==> src/rtl/tl_probe_sequencer.sv <==
// rtl/tl_probe_sequencer.sv - sequences L2 coherence probes onto the B channel and collects C-channel acks
module tl_probe_sequencer #(
  parameter int N_CLIENTS = 4,
  parameter int ADDR_W    = 64,
  parameter int SOURCE_W  = 4,
  parameter int CID_W     = $clog2(N_CLIENTS)
) (
  input  logic                 clk,
  input  logic                 rst_n,
  // probe command from the L2 controller
  input  logic                 req_valid_i,
  output logic                 req_ready_o,
  input  logic [N_CLIENTS-1:0] req_targets_i,
  input  logic [2:0]           req_param_i,
  input  logic [3:0]           req_size_i,
  input  logic [SOURCE_W-1:0]  req_source_i,
  input  logic [ADDR_W-1:0]    req_address_i,
  // directed B channel towards the socket demux
  output logic                 b_valid_o,
  input  logic                 b_ready_i,
  output logic [2:0]           b_opcode_o,
  output logic [2:0]           b_param_o,
  output logic [3:0]           b_size_o,
  output logic [SOURCE_W-1:0]  b_source_o,
  output logic [ADDR_W-1:0]    b_address_o,
  output logic [7:0]           b_mask_o,
  output logic [CID_W-1:0]     b_dest_o,
  // ProbeAck / ProbeAckData observations from C
  input  logic                 ack_valid_i,
  input  logic [CID_W-1:0]     ack_client_i,
  input  logic                 ack_data_i,
  // completion back to the L2 controller
  output logic                 done_valid_o,
  input  logic                 done_ready_i,
  output logic                 done_dirty_o,
  output logic                 busy_o,
  output logic                 err_o
);

  typedef enum logic [1:0] {
    ST_IDLE  = 2'd0,
    ST_ISSUE = 2'd1,
    ST_WAIT  = 2'd2,
    ST_DONE  = 2'd3
  } state_t;

  localparam logic [N_CLIENTS-1:0] ONE_HOT0 = {{(N_CLIENTS-1){1'b0}}, 1'b1};

  state_t               state;
  logic [N_CLIENTS-1:0] pend_issue;   // targets whose B beat has not been sent yet
  logic [N_CLIENTS-1:0] issued;       // beats sent whose ack is still outstanding
  logic                 dirty;

  logic                 b_fire;
  logic                 ack_state;
  logic                 ack_ok;
  logic [N_CLIENTS-1:0] fire_bit;
  logic [N_CLIENTS-1:0] ack_bit;
  logic [N_CLIENTS-1:0] pend_n;
  logic [N_CLIENTS-1:0] issued_n;
  logic                 dirty_n;

  // Index of the lowest set bit; zero when the mask is empty.
  function automatic logic [CID_W-1:0] lowest_idx(input logic [N_CLIENTS-1:0] m);
    lowest_idx = '0;
    for (int i = N_CLIENTS - 1; i >= 0; i--) begin
      if (m[i]) lowest_idx = CID_W'(i);
    end
  endfunction

  assign b_opcode_o = 3'd6;
  assign b_mask_o   = 8'hFF;

  // Next-cycle masks: a beat firing and an ack landing in the same cycle are both applied.
  // The ack is judged against the pre-update issued mask, so acking a beat that fires
  // this very cycle is treated as unexpected.
  always_comb begin
    b_fire    = b_valid_o && b_ready_i;
    ack_state = (state == ST_ISSUE) || (state == ST_WAIT);
    ack_ok    = ack_valid_i && ack_state && issued[ack_client_i];
    fire_bit  = b_fire ? (ONE_HOT0 << b_dest_o) : '0;
    ack_bit   = ack_ok ? (ONE_HOT0 << ack_client_i) : '0;
    pend_n    = pend_issue & ~fire_bit;
    issued_n  = (issued | fire_bit) & ~ack_bit;
    dirty_n   = dirty | (ack_ok & ack_data_i);
  end

  // Sequencer FSM with registered handshake, B-channel and completion outputs.
  always_ff @(posedge clk or negedge rst_n) begin
    if (!rst_n) begin
      state        <= ST_IDLE;
      pend_issue   <= '0;
      issued       <= '0;
      dirty        <= 1'b0;
      req_ready_o  <= 1'b1;
      b_valid_o    <= 1'b0;
      b_dest_o     <= '0;
      b_param_o    <= '0;
      b_size_o     <= '0;
      b_source_o   <= '0;
      b_address_o  <= '0;
      done_valid_o <= 1'b0;
      done_dirty_o <= 1'b0;
      busy_o       <= 1'b0;
      err_o        <= 1'b0;
    end else begin
      err_o      <= ack_valid_i && !ack_ok;
      pend_issue <= pend_n;
      issued     <= issued_n;
      dirty      <= dirty_n;

      case (state)
        ST_IDLE: begin
          if (req_valid_i) begin
            b_param_o   <= req_param_i;
            b_size_o    <= req_size_i;
            b_source_o  <= req_source_i;
            b_address_o <= req_address_i;
            pend_issue  <= req_targets_i;
            issued      <= '0;
            dirty       <= 1'b0;
            b_dest_o    <= lowest_idx(req_targets_i);
            req_ready_o <= 1'b0;
            busy_o      <= 1'b1;
            if (req_targets_i != '0) begin
              state     <= ST_ISSUE;
              b_valid_o <= 1'b1;
            end else begin
              state        <= ST_DONE;
              done_valid_o <= 1'b1;
              done_dirty_o <= 1'b0;
            end
          end
        end

        ST_ISSUE: begin
          if (b_fire) begin
            b_dest_o <= lowest_idx(pend_n);
            if (pend_n == '0) begin
              b_valid_o <= 1'b0;
              if (issued_n == '0) begin
                state        <= ST_DONE;
                done_valid_o <= 1'b1;
                done_dirty_o <= dirty_n;
              end else begin
                state <= ST_WAIT;
              end
            end
          end
        end

        ST_WAIT: begin
          if (issued_n == '0) begin
            state        <= ST_DONE;
            done_valid_o <= 1'b1;
            done_dirty_o <= dirty_n;
          end
        end

        ST_DONE: begin
          if (done_ready_i) begin
            state        <= ST_IDLE;
            done_valid_o <= 1'b0;
            req_ready_o  <= 1'b1;
            busy_o       <= 1'b0;
          end
        end

        default: begin
          state <= ST_IDLE;
        end
      endcase
    end
  end

endmodule

==> config.mk <==
export PLATFORM = sky130hd
export DESIGN_NAME = tl_probe_sequencer
export DESIGN_NICKNAME = d
export VERILOG_FILES = /design/src/rtl/tl_probe_sequencer.sv
export SDC_FILE = /design/constraint.sdc
export NUM_CORES = 1
export LEC_CHECK = 0
export CORE_ASPECT_RATIO = 0.5
export CORE_MARGIN = 4
export CORE_UTILIZATION = 43
export CTS_BUF_LIST = sky130_fd_sc_hd__clkbuf_8
export CTS_CLUSTER_SIZE = 12
export DETAILED_ROUTE_END_ITERATION = 16
export GPL_TIMING_DRIVEN = 1
export PLACE_DENSITY = 0.82
export SKIP_LAST_GASP = 1
export SLEW_MARGIN = 10
export SYNTH_ARGS = -nofsm -noshare
export SYNTH_HDL_FRONTEND = slang
export SYNTH_SLANG_ARGS = --single-unit
==> constraint.sdc <==
create_clock -name clk -period 2.65 [get_ports clk]
set_clock_uncertainty 0.1 [all_clocks]
set_input_delay 0.3975 -clock clk [delete_from_list [all_inputs] [get_ports clk]]
set_output_delay 0.3975 -clock clk [all_outputs]
set_load 0.01 [all_outputs]
Word-level counts from Yosys, hierarchy flattened
Cells that the tools add are included.
{"block": "word_totals", "wordCells": 107, "ff_bits": 94, "input_bits": 88}
{"block": "classes", "n_reduce_logical": 20, "bitwise": 7, "n_eq_ne": 10, "n_lt_le_gt_ge": 1, "mux": 52, "shift": 2}
{"operator": "$mux W2", "n": 16}
{"operator": "$mux W4", "n": 6}
{"operator": "$mux W1", "n": 22}
{"operator": "$reduce_and A5 Y1", "n": 4}
{"operator": "$ne A2 B2 Y1 const B", "n": 5}
{"operator": "$and A4 B4 Y4", "n": 2}
{"operator": "$logic_not A4 Y1", "n": 2}
{"operator": "$not A4 Y4", "n": 2}
{"operator": "$pmux W2 S4", "n": 1}
{"operator": "$shl A1 B2 Y4 const A", "n": 2}
{"operator": "$pmux W1 S2", "n": 3}
{"operator": "$reduce_and A3 Y1", "n": 2}
{"operator": "$eq A2 B2 Y1 const B", "n": 2}
{"operator": "$logic_and A1 B1 Y1", "n": 4}
{"operator": "$ne A2 B1 Y1 const B", "n": 2}
{"operator": "$or A4 B4 Y4", "n": 1}
{"operator": "$pmux W1 S4", "n": 1}
{"operator": "$pmux W2 S2", "n": 1}
{"operator": "$reduce_bool A2 Y1", "n": 2}
{"operator": "$reduce_bool A4 Y1", "n": 1}
{"operator": "$lt A2 B3 Y1 const B", "n": 1}
{"operator": "$pmux W1 S3", "n": 1}
{"operator": "$reduce_bool A3 Y1", "n": 1}
{"operator": "$bmux W1 S2", "n": 1}
{"operator": "other kinds (7)", "n": 7}

Logic depth before layout (Yosys ltp)
{"block": "depth", "ltp_word": 12, "depth_mapped": 8}

Least setup slack after synthesis
OpenSTA, ideal clock, no wires.
{"block": "synth_timing", "kind": "flip-flop to flip-flop", "start": "register b_valid_o", "end": "register done_dirty_o", "path_buffers": 1, "period_less_slack_ns": 2.183, "arrival_time_ns": 2.014, "path_stages_with_launch": 7, "setup_time_ns": 0.069, "setup_slack_ns": 0.467, "required_ns": 2.481, "path_cell_list": "dfrtp_1 -> and3_4 -> buf_6 -> or4b_1 -> a22o_1 -> or4b_1 -> nand3_1"}
{"block": "synth_between", "elab_chain_len": 9, "elab_cells_between_ends": 15, "classes_between": "eq/ne: 2; mux: 5; bitwise: 4; reduce/logical: 4"}
{"element": "start: declaration", "line": "19", "rtl": "output logic b_valid_o,"}
{"element": "start signal: assignment", "line": "96", "rtl": "b_valid_o <= 1'b0;"}
{"element": "start signal: assignment", "line": "127", "rtl": "b_valid_o <= 1'b1;"}
{"element": "start signal: assignment", "line": "140", "rtl": "b_valid_o <= 1'b0;"}
{"element": "$logic_and A1 B1 Y1 *", "line": "78", "rtl": "b_fire = b_valid_o && b_ready_i;"}
{"element": "$mux W4", "line": "81", "rtl": "fire_bit = b_fire ? (ONE_HOT0 << b_dest_o) : '0;"}
{"element": "$or A4 B4 Y4", "line": "84", "rtl": "issued_n = (issued | fire_bit) & ~ack_bit;"}
{"element": "$and A4 B4 Y4", "line": "84"}
{"element": "$logic_not A4 Y1", "line": "141, 153"}
{"element": "$mux W1 (3 in series)"}
{"element": "$pmux W1 S3"}
{"element": "end signal: assignment", "line": "144", "rtl": "done_dirty_o <= dirty_n;"}
{"element": "end signal: assignment", "line": "156", "rtl": "done_dirty_o <= dirty_n;"}
{"element": "end: declaration", "line": "35", "rtl": "output logic done_dirty_o,"}
Every way passes the cells marked *; elsewhere a longest branch is shown, timed or not. The select of a mux whose other input is x is not followed.
A chain may end at the register's enable or synchronous reset.

Final worst setup path
{"block": "layout_timing", "start": "register state[0]", "end": "register state[1]"}
{"block": "layout_between", "elab_chain_len": 10, "elab_cells_between_ends": 18, "classes_between": "eq/ne: 8; mux: 2; bitwise: 2; reduce/logical: 6"}
{"element": "start: declaration", "line": "49", "rtl": "state_t state;"}
{"element": "start signal: assignment", "line": "91", "rtl": "state <= ST_IDLE;"}
{"element": "start signal: assignment", "line": "126", "rtl": "state <= ST_ISSUE;"}
{"element": "start signal: assignment", "line": "129", "rtl": "state <= ST_DONE;"}
{"element": "$eq A2 B1 Y1 / $eq A2 B2 Y1 (equally long branches)", "line": "79, 112"}
{"element": "$logic_or A1 B1 Y1", "line": "79", "rtl": "ack_state = (state == ST_ISSUE) || (state == ST_WAIT);"}
{"element": "$logic_and A1 B1 Y1 (2 in series)", "line": "80", "rtl": "ack_ok = ack_valid_i && ack_state && issued[ack_client_i];"}
{"element": "$mux W4", "line": "82", "rtl": "ack_bit = ack_ok ? (ONE_HOT0 << ack_client_i) : '0;"}
{"element": "$not A4 Y4", "line": "84"}
{"element": "$and A4 B4 Y4", "line": "84"}
{"element": "$logic_not A4 Y1", "line": "153", "rtl": "if (issued_n == '0) begin"}
{"element": "$ne A2 B1 Y1 (no line)"}
{"element": "$reduce_and A5 Y1 (no line)"}
Parallel ways exist; a longest one is shown, timed or not.

==> results.sh <==
export IMPL_root_buffer="clkbuf_8"
export IMPL_layout_min_cycle_time_ns=2.39
export IMPL_post_cts_setup_buffers=0
export IMPL_clkSlewWorstSetupHoldPaths_ns=0.09
export IMPL_maxCapViolations=0
export IMPL_io_buffers=170
export IMPL_comb_power_share_pct=48.8
export IMPL_wl_met1_mm=4.45
export IMPL_top_layer_used="met4"
export IMPL_routed_wl_met2_mm=5.89
export IMPL_synth_edf_count=0
export IMPL_grt_pass1_wl_mm=18.3
export IMPL_setup_viol=0
export IMPL_final_antenna_net_count=0
export IMPL_clkLatencyLatePin_ns=0.36
export IMPL_arrival_ns=2.53
export IMPL_vias=3678
export IMPL_power_density_nw_per_um2=1110
export IMPL_slowest_delay_ns=0.43
export IMPL_cts_sinks=94
export IMPL_synthFlopType="dfrtp_1"
export IMPL_rows=24
export IMPL_drt_iter0_markers=204
export IMPL_slew_headroom_pct=65.0
export IMPL_viasPerCell=4.90
export IMPL_p_sw_mw=2.47
export IMPL_synth_top_area_cell="dfrtp_1"
export IMPL_layout_common_cells="nand2_1, clkdlybuf4s50_1, dfrtp_1"
export IMPL_diodes=0
export IMPL_internal_power_mw=4.30
export IMPL_p_leak_nw=2.95
export IMPL_ys_async_sr_fraction_pct=100
export IMPL_worstPathMaxFanout=8
export IMPL_ys_ff_latch=94
export IMPL_hold_class="in2async"
export IMPL_grt_max_degree=68
export IMPL_layout_nets=721
export IMPL_core_um2=8950
export IMPL_num_fill_cells=708
export IMPL_tightest_slew_ns=0.525
export IMPL_critPathMostFrequentCell="inv_1"
export IMPL_grt_setup_unrepaired="no"
export IMPL_synth_top_area_share_pct=57.2
export IMPL_cts_tree="yes"
export IMPL_placed_cell_area_um2=5900
export IMPL_slew_viol_final=0
export IMPL_fin_crit_sh_pct=90.1
export IMPL_power_mw=6.77
export IMPL_postSynthAreaPerCell_um2=8.85
export IMPL_drt_pass1_iterations=4
export IMPL_final_common_cell="nand2_1"
export IMPL_worst_setup_path_type="reg2reg"
export IMPL_start_util_pct=45.5
export IMPL_drc=0
export IMPL_grt_usage_pct=20.3
export IMPL_io_pins=182
export IMPL_cp_start_kind="flip-flop"
export IMPL_cp_slowest_cell="dfrtp_1"
export IMPL_pwr_share_seq_pct=36.9
export IMPL_dieArea_um2=11200
export IMPL_met3_length_um=474
export IMPL_path_cells="inv_1 -> ha_1 -> inv_1 -> a2bb2oi_1 -> nand3_1 -> a21oi_1 -> mux2_2"
export IMPL_status="finished clean"
export IMPL_synth_area_leaders="dfrtp_1, nand2_1, buf_4"
export IMPL_ys_warn_count=0
export IMPL_fmax_mhz=419
export IMPL_wire_per_inst_um=15.0
export IMPL_endpoint_kind="flip-flop"
export IMPL_gp_congestion=0.804
export IMPL_die_h_um=76.8
export IMPL_area_growth_syn_to_layout_pct=50.1
export IMPL_hold_viol_final=0
export IMPL_dp_hpwl_mm=8.34
export IMPL_die_w_um=146
export IMPL_design_area_um2=6110
export IMPL_setup_tns_final_ns=0
export IMPL_htree_levels=3
export IMPL_drive_gt1_share_pct=5.99
export IMPL_swShare_pct=36.5
export IMPL_clockBufferDepth=2
export IMPL_hold_slack_ns=0.352
export IMPL_grt_overflow_total=0
export IMPL_grt_pass1_vias=3653
export IMPL_synthCells=460
export IMPL_wirelength_mm=11.3
export IMPL_ys_seq_area_share_pct=57.8
export IMPL_netlist_area_um2=4070
export IMPL_numCtsBuffers=9
export IMPL_clkPwrFrac_pct=14.3
export IMPL_vdd_drop_max_uv=448
export IMPL_antenna_found_initial=0
export IMPL_synth_cell_types=44
export IMPL_cp_required_ns=2.79
[worst paths after layout]
check,startpoint,endpoint,slack [ns],cells after the start
min,rst_n,b_address_o[46],0.35,2
min in group clk,b_address_o[55],b_address_o[55],0.38,2
min reg2reg,b_address_o[55],b_address_o[55],0.38,2
max,state[0],state[1],0.26,7
max in group asynchronous,rst_n,b_address_o[4],1.46,3
max reg2reg,state[0],state[1],0.26,7
[state kept, by name, indices dropped and copies added (netlist names)]
name,flops
dirty,1
state,2
pend_issue,4
b_dest_o,2
err_o,1
b_size_o,4
b_valid_o,1
b_param_o,3
req_ready_o,1
done_dirty_o,1
done_valid_o,1
b_source_o,4
issued,4
busy_o,1
b_address_o,64
[what timing repair did]
item / CTS / global route
hold endpoints to repair: 18 / 0
resized for setup: 0 / 0
hold buffers: 1 / 0
[layout make-up]
type | instances | area (µm²) | share of cell area [%]
clock buffer | 11 | 151 | 2.48
clock inverter | 5 | 50.0 | 0.819
inverter | 7 | 26.3 | 0.430
multi-input combinational | 335 | 1550 | 25.4
sequential | 94 | 2350 | 38.5
tap | 117 | 146 | 2.40
timing repair buffer | 182 | 1830 | 29.9
[per-layer routing]
layer | up-vias | global-route usage [%]
met1 | 1742 | 23.3
li1 | 1783 | -
met3 | 37 | 3.89
met2 | 116 | 36.2
met5 | - | 0
met4 | 0 | 10.9
[through the flow]
step | setup slack [ns] | util (%) | std cells
2_1_floorplan | 0.467 | - | 469
3_3_place_gp | 0.112 | 65.9 | 734
3_5_place_dp | 0.0223 | 65.9 | 734
4_1_cts | 0.308 | 68.3 | 751
5_1_grt | 0.0839 | 68.3 | 751
6_report | 0.263 | 68.3 | 751
[power groups by stage]
stage / Clock, mW / Sequential [mW] / Combinational, mW
2_1_floorplan: 0 / 2.74 / 1.29
3_3_place_gp: 0 / 2.49 / 3.26
4_1_cts: 0.994 / 2.50 / 3.34
5_1_grt: 1.06 / 2.60 / 3.60
6_report: 0.965 / 2.50 / 3.30
3_5_place_dp: 0 / 2.51 / 3.33
[worst max-delay path, delay by kind of cell (launching register included)]
kind            cells  cell delay (ns)
fa+ha+maj           1             0.31
compound gates      2             0.65
mux                 1             0.38
flops               1             0.43
buf+inv             2             0.25
simple gates        1             0.15
[logic make-up after synthesis]
family	after synthesis	share of synthesized area, %
simple gates	275	27.7
flops	94	57.8
compound gates	40	6.46
buf+inv	40	4.95
mux	5	1.63
fa+ha+maj	4	1.23
other cells	2	0.185
[synth_stat cells (all sizes together), types with 2 or more instances]
| library cell | number |
|---|---|
| nand2 | 239 |
| dfrtp | 93 |
| clkbuf | 19 |
| buf | 14 |
| a21oi | 12 |
| o21ai | 10 |
| inv | 7 |
| nor2 | 7 |
| nand3 | 6 |
| nand2b | 5 |
| ha | 4 |
| mux2 | 3 |
| nor2b | 3 |
| nor4 | 3 |
| or4b | 3 |
| a22o | 2 |
| and2 | 2 |
| and4b | 2 |
| conb | 2 |
| nor3b | 2 |
| o32a | 2 |
| o32ai | 2 |
No activity file was read; power rests on OpenSTA's default activity.
